==> config.mk <==
export PLATFORM = sky130hd
export DESIGN_NAME = mem_bus_arbiter
export DESIGN_NICKNAME = d
export VERILOG_FILES = /design/src/rtl/mem_bus_arbiter_pkg.sv /design/src/rtl/mem_bus_arbiter.sv
export SDC_FILE = /design/constraint.sdc
export NUM_CORES = 1
export LEC_CHECK = 0
export BUFFER_PORTS_ARGS = -buffer_cell sky130_fd_sc_hd__buf_2
export CORE_MARGIN = 10
export CORE_UTILIZATION = 45
export DETAILED_ROUTE_END_ITERATION = 8
export HOLD_SLACK_MARGIN = 0.12
export PLACE_DENSITY = 0.8
export REMOVE_ABC_BUFFERS = 1
export SLEW_MARGIN = 25
export SYNTH_ARGS = -nofsm -noshare
export SYNTH_HDL_FRONTEND = slang
export SYNTH_SLANG_ARGS = --single-unit
==> constraint.sdc <==
create_clock -name clk -period 2.4 [get_ports clk]
set_input_delay 0.12 -clock clk [delete_from_list [all_inputs] [get_ports clk]]
set_output_delay 0.12 -clock clk [all_outputs]
set_load 0.05 [all_outputs]
==> src/rtl/mem_bus_arbiter_pkg.sv <==
`default_nettype none
// ============================================================================
// Module  : mem_bus_arbiter_pkg
// Purpose : Shared widths, access-type encodings, arbiter state and owner
//           types for the memory bus arbiter.
// Ports   : none (package)
// Revision: 1.0 - initial release
// ============================================================================
package mem_bus_arbiter_pkg;

  localparam int DATA_W  = 32;
  localparam int ADDR_W  = 32;
  localparam int MEMRW_W = 2;

  // MEM-stage access type as carried by the EX/MEM pipeline register
  localparam logic [MEMRW_W-1:0] MEMRW_IDLE  = 2'b00;
  localparam logic [MEMRW_W-1:0] MEMRW_READ  = 2'b01;
  localparam logic [MEMRW_W-1:0] MEMRW_WRITE = 2'b10;

  typedef enum logic [1:0] {
    ARB_IDLE = 2'd0,
    ARB_BUS  = 2'd1,
    ARB_DONE = 2'd2
  } arb_state_t;

  typedef enum logic {
    OWNER_IF  = 1'b0,
    OWNER_MEM = 1'b1
  } owner_t;

endpackage
`default_nettype wire

==> src/rtl/mem_bus_arbiter.sv <==
`default_nettype none
// ============================================================================
// Module  : mem_bus_arbiter
// Purpose : Shares a single-port external memory bus between instruction
//           fetch (IF) and the MEM-stage data port. MEM has fixed priority.
//           Each access runs IDLE -> BUS (wait for bus_ack or timeout) ->
//           DONE (one-cycle completion pulse) -> IDLE.
// Ports   : clk, rst                   - clock, synchronous active-high reset
//           if_req/if_addr             - fetch request (level) and address
//           if_done/if_rdata           - fetch completion pulse and data
//           mem_memrw/memaddr/wdata    - MEM-stage access from EX/MEM register
//           mem_done/mem_rdata         - data access completion pulse and data
//           bus_err                    - completion was a timeout abort
//           stallreq_if/stallreq_mem   - combinational stall requests
//           bus_addr/wdata/re/we       - registered external bus drive
//           bus_rdata/bus_ack          - external bus response
// Revision: 1.0 - initial release
// ============================================================================
module mem_bus_arbiter
  import mem_bus_arbiter_pkg::*;
#(
  parameter int TIMEOUT_CYCLES = 16,
  parameter int CNT_W          = 8
) (
  input  logic                clk,
  input  logic                rst,
  input  logic                if_req,
  input  logic [ADDR_W-1:0]   if_addr,
  output logic                if_done,
  output logic [DATA_W-1:0]   if_rdata,
  input  logic [MEMRW_W-1:0]  mem_memrw,
  input  logic [ADDR_W-1:0]   mem_memaddr,
  input  logic [DATA_W-1:0]   mem_wdata,
  output logic                mem_done,
  output logic [DATA_W-1:0]   mem_rdata,
  output logic                bus_err,
  output logic                stallreq_if,
  output logic                stallreq_mem,
  output logic [ADDR_W-1:0]   bus_addr,
  output logic [DATA_W-1:0]   bus_wdata,
  output logic                bus_re,
  output logic                bus_we,
  input  logic [DATA_W-1:0]   bus_rdata,
  input  logic                bus_ack
);

  localparam logic [CNT_W-1:0] C_CNT_LAST = CNT_W'(TIMEOUT_CYCLES - 1);

  arb_state_t       r_state;
  arb_state_t       w_state_nxt;
  owner_t           r_owner;
  logic [CNT_W-1:0] r_cnt;
  logic             r_err;

  logic w_mem_active;
  logic w_grant_mem;
  logic w_grant_if;
  logic w_ack;
  logic w_timeout;

  assign w_mem_active = (mem_memrw != MEMRW_IDLE);

  // Next-state and per-cycle control decisions
  always_comb begin
    w_state_nxt = r_state;
    w_grant_mem = 1'b0;
    w_grant_if  = 1'b0;
    w_ack       = 1'b0;
    w_timeout   = 1'b0;
    case (r_state)
      ARB_IDLE: begin
        if (w_mem_active) begin
          w_grant_mem = 1'b1;
          w_state_nxt = ARB_BUS;
        end else if (if_req) begin
          w_grant_if  = 1'b1;
          w_state_nxt = ARB_BUS;
        end
      end
      ARB_BUS: begin
        // An ack on the timeout cycle wins over the timeout
        if (bus_ack) begin
          w_ack       = 1'b1;
          w_state_nxt = ARB_DONE;
        end else if (r_cnt == C_CNT_LAST) begin
          w_timeout   = 1'b1;
          w_state_nxt = ARB_DONE;
        end
      end
      ARB_DONE: w_state_nxt = ARB_IDLE;
      default:  w_state_nxt = ARB_IDLE;
    endcase
  end

  always_ff @(posedge clk) begin
    if (rst) r_state <= ARB_IDLE;
    else     r_state <= w_state_nxt;
  end

  // Bus drive, ownership, wait counter and read-data capture
  always_ff @(posedge clk) begin
    if (rst) begin
      r_owner   <= OWNER_IF;
      r_cnt     <= '0;
      r_err     <= 1'b0;
      bus_addr  <= '0;
      bus_wdata <= '0;
      bus_re    <= 1'b0;
      bus_we    <= 1'b0;
      if_rdata  <= '0;
      mem_rdata <= '0;
    end else if (w_grant_mem) begin
      r_owner   <= OWNER_MEM;
      r_cnt     <= '0;
      r_err     <= 1'b0;
      bus_addr  <= mem_memaddr;
      bus_wdata <= mem_wdata;
      bus_re    <= (mem_memrw == MEMRW_READ);
      bus_we    <= (mem_memrw == MEMRW_WRITE);
    end else if (w_grant_if) begin
      r_owner   <= OWNER_IF;
      r_cnt     <= '0;
      r_err     <= 1'b0;
      bus_addr  <= if_addr;
      bus_re    <= 1'b1;
      bus_we    <= 1'b0;
    end else if (w_ack) begin
      bus_re <= 1'b0;
      bus_we <= 1'b0;
      // Only reads update the owner's data; a write ack leaves it alone
      if (bus_re) begin
        if (r_owner == OWNER_MEM) mem_rdata <= bus_rdata;
        else                      if_rdata  <= bus_rdata;
      end
    end else if (w_timeout) begin
      bus_re <= 1'b0;
      bus_we <= 1'b0;
      r_err  <= 1'b1;
      if (r_owner == OWNER_MEM) mem_rdata <= '0;
      else                      if_rdata  <= '0;
    end else if (r_state == ARB_BUS) begin
      r_cnt <= r_cnt + 1'b1;
    end
  end

  assign if_done  = (r_state == ARB_DONE) && (r_owner == OWNER_IF);
  assign mem_done = (r_state == ARB_DONE) && (r_owner == OWNER_MEM);
  assign bus_err  = (r_state == ARB_DONE) && r_err;

  assign stallreq_mem = w_mem_active && !mem_done;
  assign stallreq_if  = if_req && !if_done;

endmodule
`default_nettype wire

# Yosys cells after proc, flatten, opt, wreduce, memory -nomap -nowiden
# Cells that the tools add are included.
[classes]
bitwise_logic = 5
add_sub_neg = 1
muxes = 35
n_eq_ne = 8
n_reduce_logical = 18
[ops]
columns = ["operator", "count"]
rows = [
  ["$mux W32", 12],
  ["$mux W1", 18],
  ["$reduce_and A5 Y1", 2],
  ["$add A8 B1 Y8 const B", 1],
  ["$eq A8 B4 Y1 const B", 1],
  ["$mux W2", 4],
  ["$ne A3 B3 Y1 const B", 2],
  ["$reduce_bool A2 Y1", 3],
  ["$logic_and A1 B1 Y1", 5],
  ["$not A1 Y1", 5],
  ["$eq A2 B1 Y1 const B", 2],
  ["$eq A2 B2 Y1 const B", 2],
  ["$pmux W2 S2", 1],
  ["$reduce_and A2 Y1", 2],
  ["$reduce_bool A4 Y1", 1],
  ["$reduce_and A3 Y1", 1],
  ["$reduce_or A3 Y1", 1],
  ["$logic_not A1 Y1", 2],
  ["$logic_not A2 Y1", 1],
  ["$ne A2 B2 Y1 const B", 1],
]
[word_totals]
output_inout_bits = 135
reg_bits = 142
word_cells = 77

# Depth between registers and ports, before layout
[depth]
ltp_word = 8
depth_mapped = 6

# Worst setup path after synthesis
# No wires, ideal clock.
[synth_path]
kind = "register to output"
from = "register r_state[1]"
to = "output port stallreq_if"
n_path_buf = 0
path_stages_with_launch = 4
slack_ns = 0.500
arrival_time_ns = 1.780
t_required_ns = 2.280
cell_sequence = "dfxtp_1 -> nor2b_1 -> nor2b_1 -> nor2b_1"
[synth_via]
elab_chain_cells = 4
[synth_lines]
columns = ["element", "line_no", "rtl"]
rows = [
  ["start, declared", "mem_bus_arbiter.sv:49", "arb_state_t r_state;"],
  ["start signal, assigned", "mem_bus_arbiter.sv:97", "else r_state <= w_state_nxt;"],
  ["$eq A2 B2 Y1", "mem_bus_arbiter.sv:146", "assign if_done = (r_state == ARB_DONE) && (r_owner == OWNER_IF);"],
  ["$logic_and A1 B1 Y1", "mem_bus_arbiter.sv:146", ""],
  ["via if_done", "mem_bus_arbiter.sv:29", "output logic if_done,"],
  ["$logic_not A1 Y1", "mem_bus_arbiter.sv:151", "assign stallreq_if = if_req && !if_done;"],
  ["$logic_and A1 B1 Y1", "mem_bus_arbiter.sv:151", ""],
  ["end, declared", "mem_bus_arbiter.sv:37", "output logic stallreq_if,"],
]
# The timed path passes the listed nets, and every way through them passes these cells.

# Final worst setup path
[layout_path]
from = "register r_state[1]"
to = "register bus_addr[18]"
[layout_via]
elab_chain_cells = 3
[layout_lines]
columns = ["element", "line_no", "rtl"]
rows = [
  ["$logic_not A2 Y1 *", "mem_bus_arbiter.sv:70", "case (r_state)"],
  ["$mux W1", "mem_bus_arbiter.sv:70", ""],
  ["$mux W32 / $reduce_bool A2 Y1 (equally long branches)", "n/a", ""],
  ["end signal, assigned", "mem_bus_arbiter.sv:116", "bus_addr <= mem_memaddr;"],
  ["end signal, assigned", "mem_bus_arbiter.sv:124", "bus_addr <= if_addr;"],
  ["end, declared", "mem_bus_arbiter.sv:39", "output logic [ADDR_W-1:0] bus_addr,"],
]
# Mark *: on every way between the ends. The rest lies on a longest branch, timed or not.
# A chain may end at the register's enable or synchronous reset.

==> metrics.txt <==
# TYPE chip_impl_metric gauge
chip_impl_metric{name="worst_pin_slew",unit="ps"} 921
chip_impl_metric{name="dr.first_iter.drc_count",unit=""} 687
chip_impl_metric{name="post_route_cells_drive_above_1_share",unit="%"} 33.8
chip_impl_info{name="worst_path_max_delay_cell",value="sky130_fd_sc_hd__dlygate4sd3_1"} 1
chip_impl_info{name="run_status",value="finished, final reports clean"} 1
chip_impl_info{name="setup.worst_path.start_class",value="flip-flop"} 1
chip_impl_metric{name="cell_area_reported_after_detailed_placement",unit="sq um"} 6550
chip_impl_metric{name="multi_input_comb_area",unit="sq um"} 2100
chip_impl_metric{name="power_density",unit="nW/um^2"} 821
chip_impl_metric{name="number_of_max_slew_violations_in_the_final_report",unit=""} 0
chip_impl_metric{name="seq_area_frac_synth",unit="%"} 55.7
chip_impl_info{name="timing.critical_path.cells",value="nor2_2, o31a_2, buf_12, nor2_1, a311oi_1, dlygate4sd3_1"} 1
chip_impl_metric{name="largest_net_degree_at_the_start_of_global_routing",unit=""} 66
chip_impl_metric{name="core_footprint",unit="sq um"} 11000
chip_impl_metric{name="std_cell_rows",unit=""} 38
chip_impl_metric{name="detailedRoute.firstPassIterationCount",unit=""} 5
chip_impl_metric{name="ys_types",unit=""} 35
chip_impl_metric{name="dp_cells",unit=""} 917
chip_impl_metric{name="cts.repair_timing.setup_buffer_count",unit=""} 0
chip_impl_metric{name="fp.dieArea",unit="sq um"} 16000
chip_impl_metric{name="post_synth.cell_area_avg",unit="sq um"} 9.42
chip_impl_metric{name="wl_per_cell",unit="microns"} 21.8
chip_impl_metric{name="route.antenna.remaining_nets",unit=""} 0
chip_impl_metric{name="grt_pass1_wl",unit="microns"} 36100
chip_impl_metric{name="grt_use_total",unit="%"} 28.3
chip_impl_metric{name="number_of_buffers_added_by_the_clock_tree_synthesis_step",unit=""} 17
chip_impl_metric{name="clk_transition_reported_paths",unit="ps"} 60
chip_impl_metric{name="timing.critical_path.buf_inv",unit=""} 2
chip_impl_info{name="timing.hold.worst.class",value="input pin to flip-flop"} 1
chip_impl_metric{name="clock_path_buffers",unit=""} 2
chip_impl_metric{name="first_global_vias",unit=""} 6345
chip_impl_info{name="root_buffer",value="sky130_fd_sc_hd__clkbuf_16"} 1
chip_impl_metric{name="final_net_count",unit=""} 1062
chip_impl_metric{name="design.portCount",unit=""} 269
chip_impl_metric{name="synth_enable_flop_cells",unit=""} 0
chip_impl_metric{name="dp.final_hpwl",unit="microns"} 13500
chip_impl_metric{name="initial_antenna_violation_count",unit=""} 7
chip_impl_metric{name="drc",unit=""} 0
chip_impl_metric{name="final.setup.tns",unit="ps"} 0
chip_impl_metric{name="cts_htree_levels",unit=""} 4
chip_impl_metric{name="gp_congestion",unit=""} 0.911
chip_impl_info{name="setup_repair_after_global_routing_missed_its_margin",value="no"} 1
chip_impl_metric{name="detailroute.via_count",unit=""} 6184
chip_impl_info{name="cts_tree",value="built"} 1
chip_impl_metric{name="asyncSetResetFlopFracSynth",unit="%"} 0
chip_impl_metric{name="routed_wirelength",unit="microns"} 23700
chip_impl_metric{name="vias_per_cell",unit=""} 5.70
chip_impl_metric{name="die_x",unit="microns"} 127
chip_impl_metric{name="p_leak",unit="nW"} 4.06
chip_impl_metric{name="synthesis.yosys.warnings",unit=""} 0
chip_impl_metric{name="finClkSkew",unit="ps"} 8.64
chip_impl_metric{name="postLayoutCellArea",unit="sq um"} 8490
chip_impl_metric{name="critPathArrivalTime",unit="ps"} 2640
chip_impl_metric{name="post-route-worst-setup-slack",unit="ps"} 132
chip_impl_info{name="setup.worst_path.end_class",value="flip-flop"} 1
chip_impl_metric{name="critical_path_required",unit="ps"} 2770
chip_impl_metric{name="synthesis.instances",unit=""} 542
chip_impl_metric{name="grt_overflow_total",unit=""} 0
chip_impl_metric{name="holdWs",unit="ps"} 221
chip_impl_info{name="dominantRegCellSynth",value="sky130_fd_sc_hd__dfxtp_1"} 1
chip_impl_metric{name="initial_standard_cell_utilization_of_the_core",unit="%"} 46.5
chip_impl_info{name="startpoint_to_endpoint_class_of_the_critical_path",value="flip-flop to flip-flop"} 1
chip_impl_metric{name="worst_slew_margin_rel",unit="%"} 38.6
chip_impl_metric{name="fillers",unit=""} 591
chip_impl_metric{name="instances_no_fill",unit=""} 1085
chip_impl_metric{name="power.ir.vdd_worst",unit="V"} 0.000885
chip_impl_metric{name="die_h",unit="microns"} 127
chip_impl_metric{name="max_clock_freq",unit="MHz"} 441
chip_impl_info{name="critPathTopFamily",value="buffers and inverters"} 1
chip_impl_metric{name="cts.sink_count",unit=""} 142
chip_impl_metric{name="clkLatencyLatePin",unit="ps"} 430
chip_impl_metric{name="area_growth",unit="%"} 66.2
chip_impl_metric{name="critical_path.max_fanout",unit=""} 64
chip_impl_metric{name="hold_violations",unit=""} 0
chip_impl_metric{name="timing.max_cap.violations",unit=""} 0
chip_impl_metric{name="regArea",unit="sq um"} 2840
chip_impl_metric{name="place.port_buffers",unit=""} 268
chip_impl_metric{name="place_ws",unit="ps"} 321
chip_impl_metric{name="min_period",unit="ps"} 2270
chip_impl_metric{name="postSynthRegisterBits",unit=""} 142
chip_impl_metric{name="cp_slowest_stage_delay",unit="ps"} 620
chip_impl_metric{name="post-route-period-util",unit="%"} 94.5
chip_impl_metric{name="syn_area",unit="sq um"} 5110
chip_impl_metric{name="final-setup-viol-count",unit=""} 0
==> worst reg2reg max path, stage by stage, from the launching register on <==
cell and delay [ps]:
sky130_fd_sc_hd__dfxtp_1 390, sky130_fd_sc_hd__nor2_2 230, sky130_fd_sc_hd__o31a_2 220, sky130_fd_sc_hd__buf_12 260, sky130_fd_sc_hd__nor2_1 140, sky130_fd_sc_hd__a311oi_1 350, sky130_fd_sc_hd__dlygate4sd3_1 620
==> cells by family (layout without fill, tap and decap cells) <==
group,count (synthesis),after routing,share of synthesized area [%]
buf+inv,41,437,3.95
compound gates,145,145,22.4
simple gates,207,207,16.6
flops,142,142,55.7
other cells,0,7,0
mux,1,1,0.196
xor+xnor,5,5,0.858
fa+ha+maj,1,1,0.245
==> state kept, by name, summed over array words and instances, names as in the netlist <==
register,count
r_owner,1
mem_rdata,32
bus_we,1
if_rdata,32
r_err,1
r_state,2
bus_wdata,32
bus_addr,32
r_cnt,8
bus_re,1
==> placed cells by master, fill, tap and decap left out, types with 2 or more instances in the layout <==
cell type                       count
sky130_fd_sc_hd__buf_2            268
sky130_fd_sc_hd__dfxtp_1          142
sky130_fd_sc_hd__nand2_1          132
sky130_fd_sc_hd__dlygate4sd3_1    131
sky130_fd_sc_hd__a22o_1            64
sky130_fd_sc_hd__nor2_1            48
sky130_fd_sc_hd__a21oi_1           35
sky130_fd_sc_hd__a311oi_1          32
sky130_fd_sc_hd__clkbuf_16         17
sky130_fd_sc_hd__diode_2            7
sky130_fd_sc_hd__nor2b_1            5
sky130_fd_sc_hd__nor3_1             5
sky130_fd_sc_hd__buf_4              5
sky130_fd_sc_hd__clkinvlp_4         4
sky130_fd_sc_hd__nand3_1            3
sky130_fd_sc_hd__xnor2_1            3
sky130_fd_sc_hd__clkbuf_8           3
sky130_fd_sc_hd__bufinv_16          3
sky130_fd_sc_hd__buf_12             3
sky130_fd_sc_hd__and2_1             2
sky130_fd_sc_hd__nand2b_1           2
sky130_fd_sc_hd__o21ai_0            2
sky130_fd_sc_hd__nor3b_1            2
sky130_fd_sc_hd__o21a_1             2
sky130_fd_sc_hd__xor2_1             2
sky130_fd_sc_hd__a32o_1             2
sky130_fd_sc_hd__clkinv_2           2
==> synth_stat cells (2+ instances only) <==
master	n	area, sq um
sky130_fd_sc_hd__a21oi_1	35	175
sky130_fd_sc_hd__buf_6	6	67.6
sky130_fd_sc_hd__and2_1	2	12.5
sky130_fd_sc_hd__nand2_1	132	495
sky130_fd_sc_hd__nor3_1	6	30.0
sky130_fd_sc_hd__xor2_1	2	17.5
sky130_fd_sc_hd__o21ai_0	2	10.0
sky130_fd_sc_hd__a32o_1	2	20.0
sky130_fd_sc_hd__buf_2	2	10.0
sky130_fd_sc_hd__xnor2_1	3	26.3
sky130_fd_sc_hd__dfxtp_1	142	2840
sky130_fd_sc_hd__nand3_1	3	15.0
sky130_fd_sc_hd__nand2b_1	2	12.5
sky130_fd_sc_hd__a311oi_1	32	280
sky130_fd_sc_hd__clkbuf_1	23	86.3
sky130_fd_sc_hd__nor4_1	2	12.5
sky130_fd_sc_hd__buf_1	10	37.5
sky130_fd_sc_hd__a22o_1	64	561
sky130_fd_sc_hd__o21a_1	2	15.0
sky130_fd_sc_hd__nor2b_1	5	31.3
sky130_fd_sc_hd__nor3b_1	2	15.0
sky130_fd_sc_hd__nor2_1	49	184
sky130_fd_sc_hd__o21ai_1	2	10.0
==> cell type report <==
class	count	share of cell area, %
Antenna cell	7	0.206
Clock buffer	20	5.50
Sequential cell	142	33.5
Clock inverter	10	1.64
Tap cell	140	2.06
Multi-Input combinational cell	359	24.7
Timing Repair Buffer	407	32.4
==> routing by layer <==
metal / track usage, % / up-vias / share of wire (%)
met2: 49.5 / 462 / 51
met3: 10.2 / 128 / 9.5
met4: 19.6 / 0 / 6.6
li1: - / 2700 / -
met5: 0 / - / 0
met1: 27.2 / 2894 / 33
==> power by group <==
group / switching, mW / internal (mW)
clock network: 1.02 / 1.70
registers: 0.0980 / 2.51
logic: 1.09 / 0.551
total: 2.21 / 4.76
==> worst paths after layout <==
check           startpoint            end  slack, ps  cells after the start
min                bus_ack       r_cnt[2]        220                      5
min reg2reg  bus_wdata[30]  bus_wdata[30]        460                      2
max             r_state[1]   bus_addr[18]        130                      6
max reg2reg     r_state[1]   bus_addr[18]        130                      6
==> repair_timing <==
item,4_1_cts,5_1_grt
gates resized for setup,0,1
hold buffers,131,0
hold endpoints to repair,131,0
setup endpoints to repair,0,5
==> through the flow <==
stage	power [mW]	util [%]
6_report	6.97	77.3
5_1_grt	7.16	77.3
4_1_cts	6.84	77.1
3_5_place_dp	3.96	59.6
3_3_place_gp	3.92	59.6
2_1_floorplan	3.51	-
(Power assumes the default switching activity.)
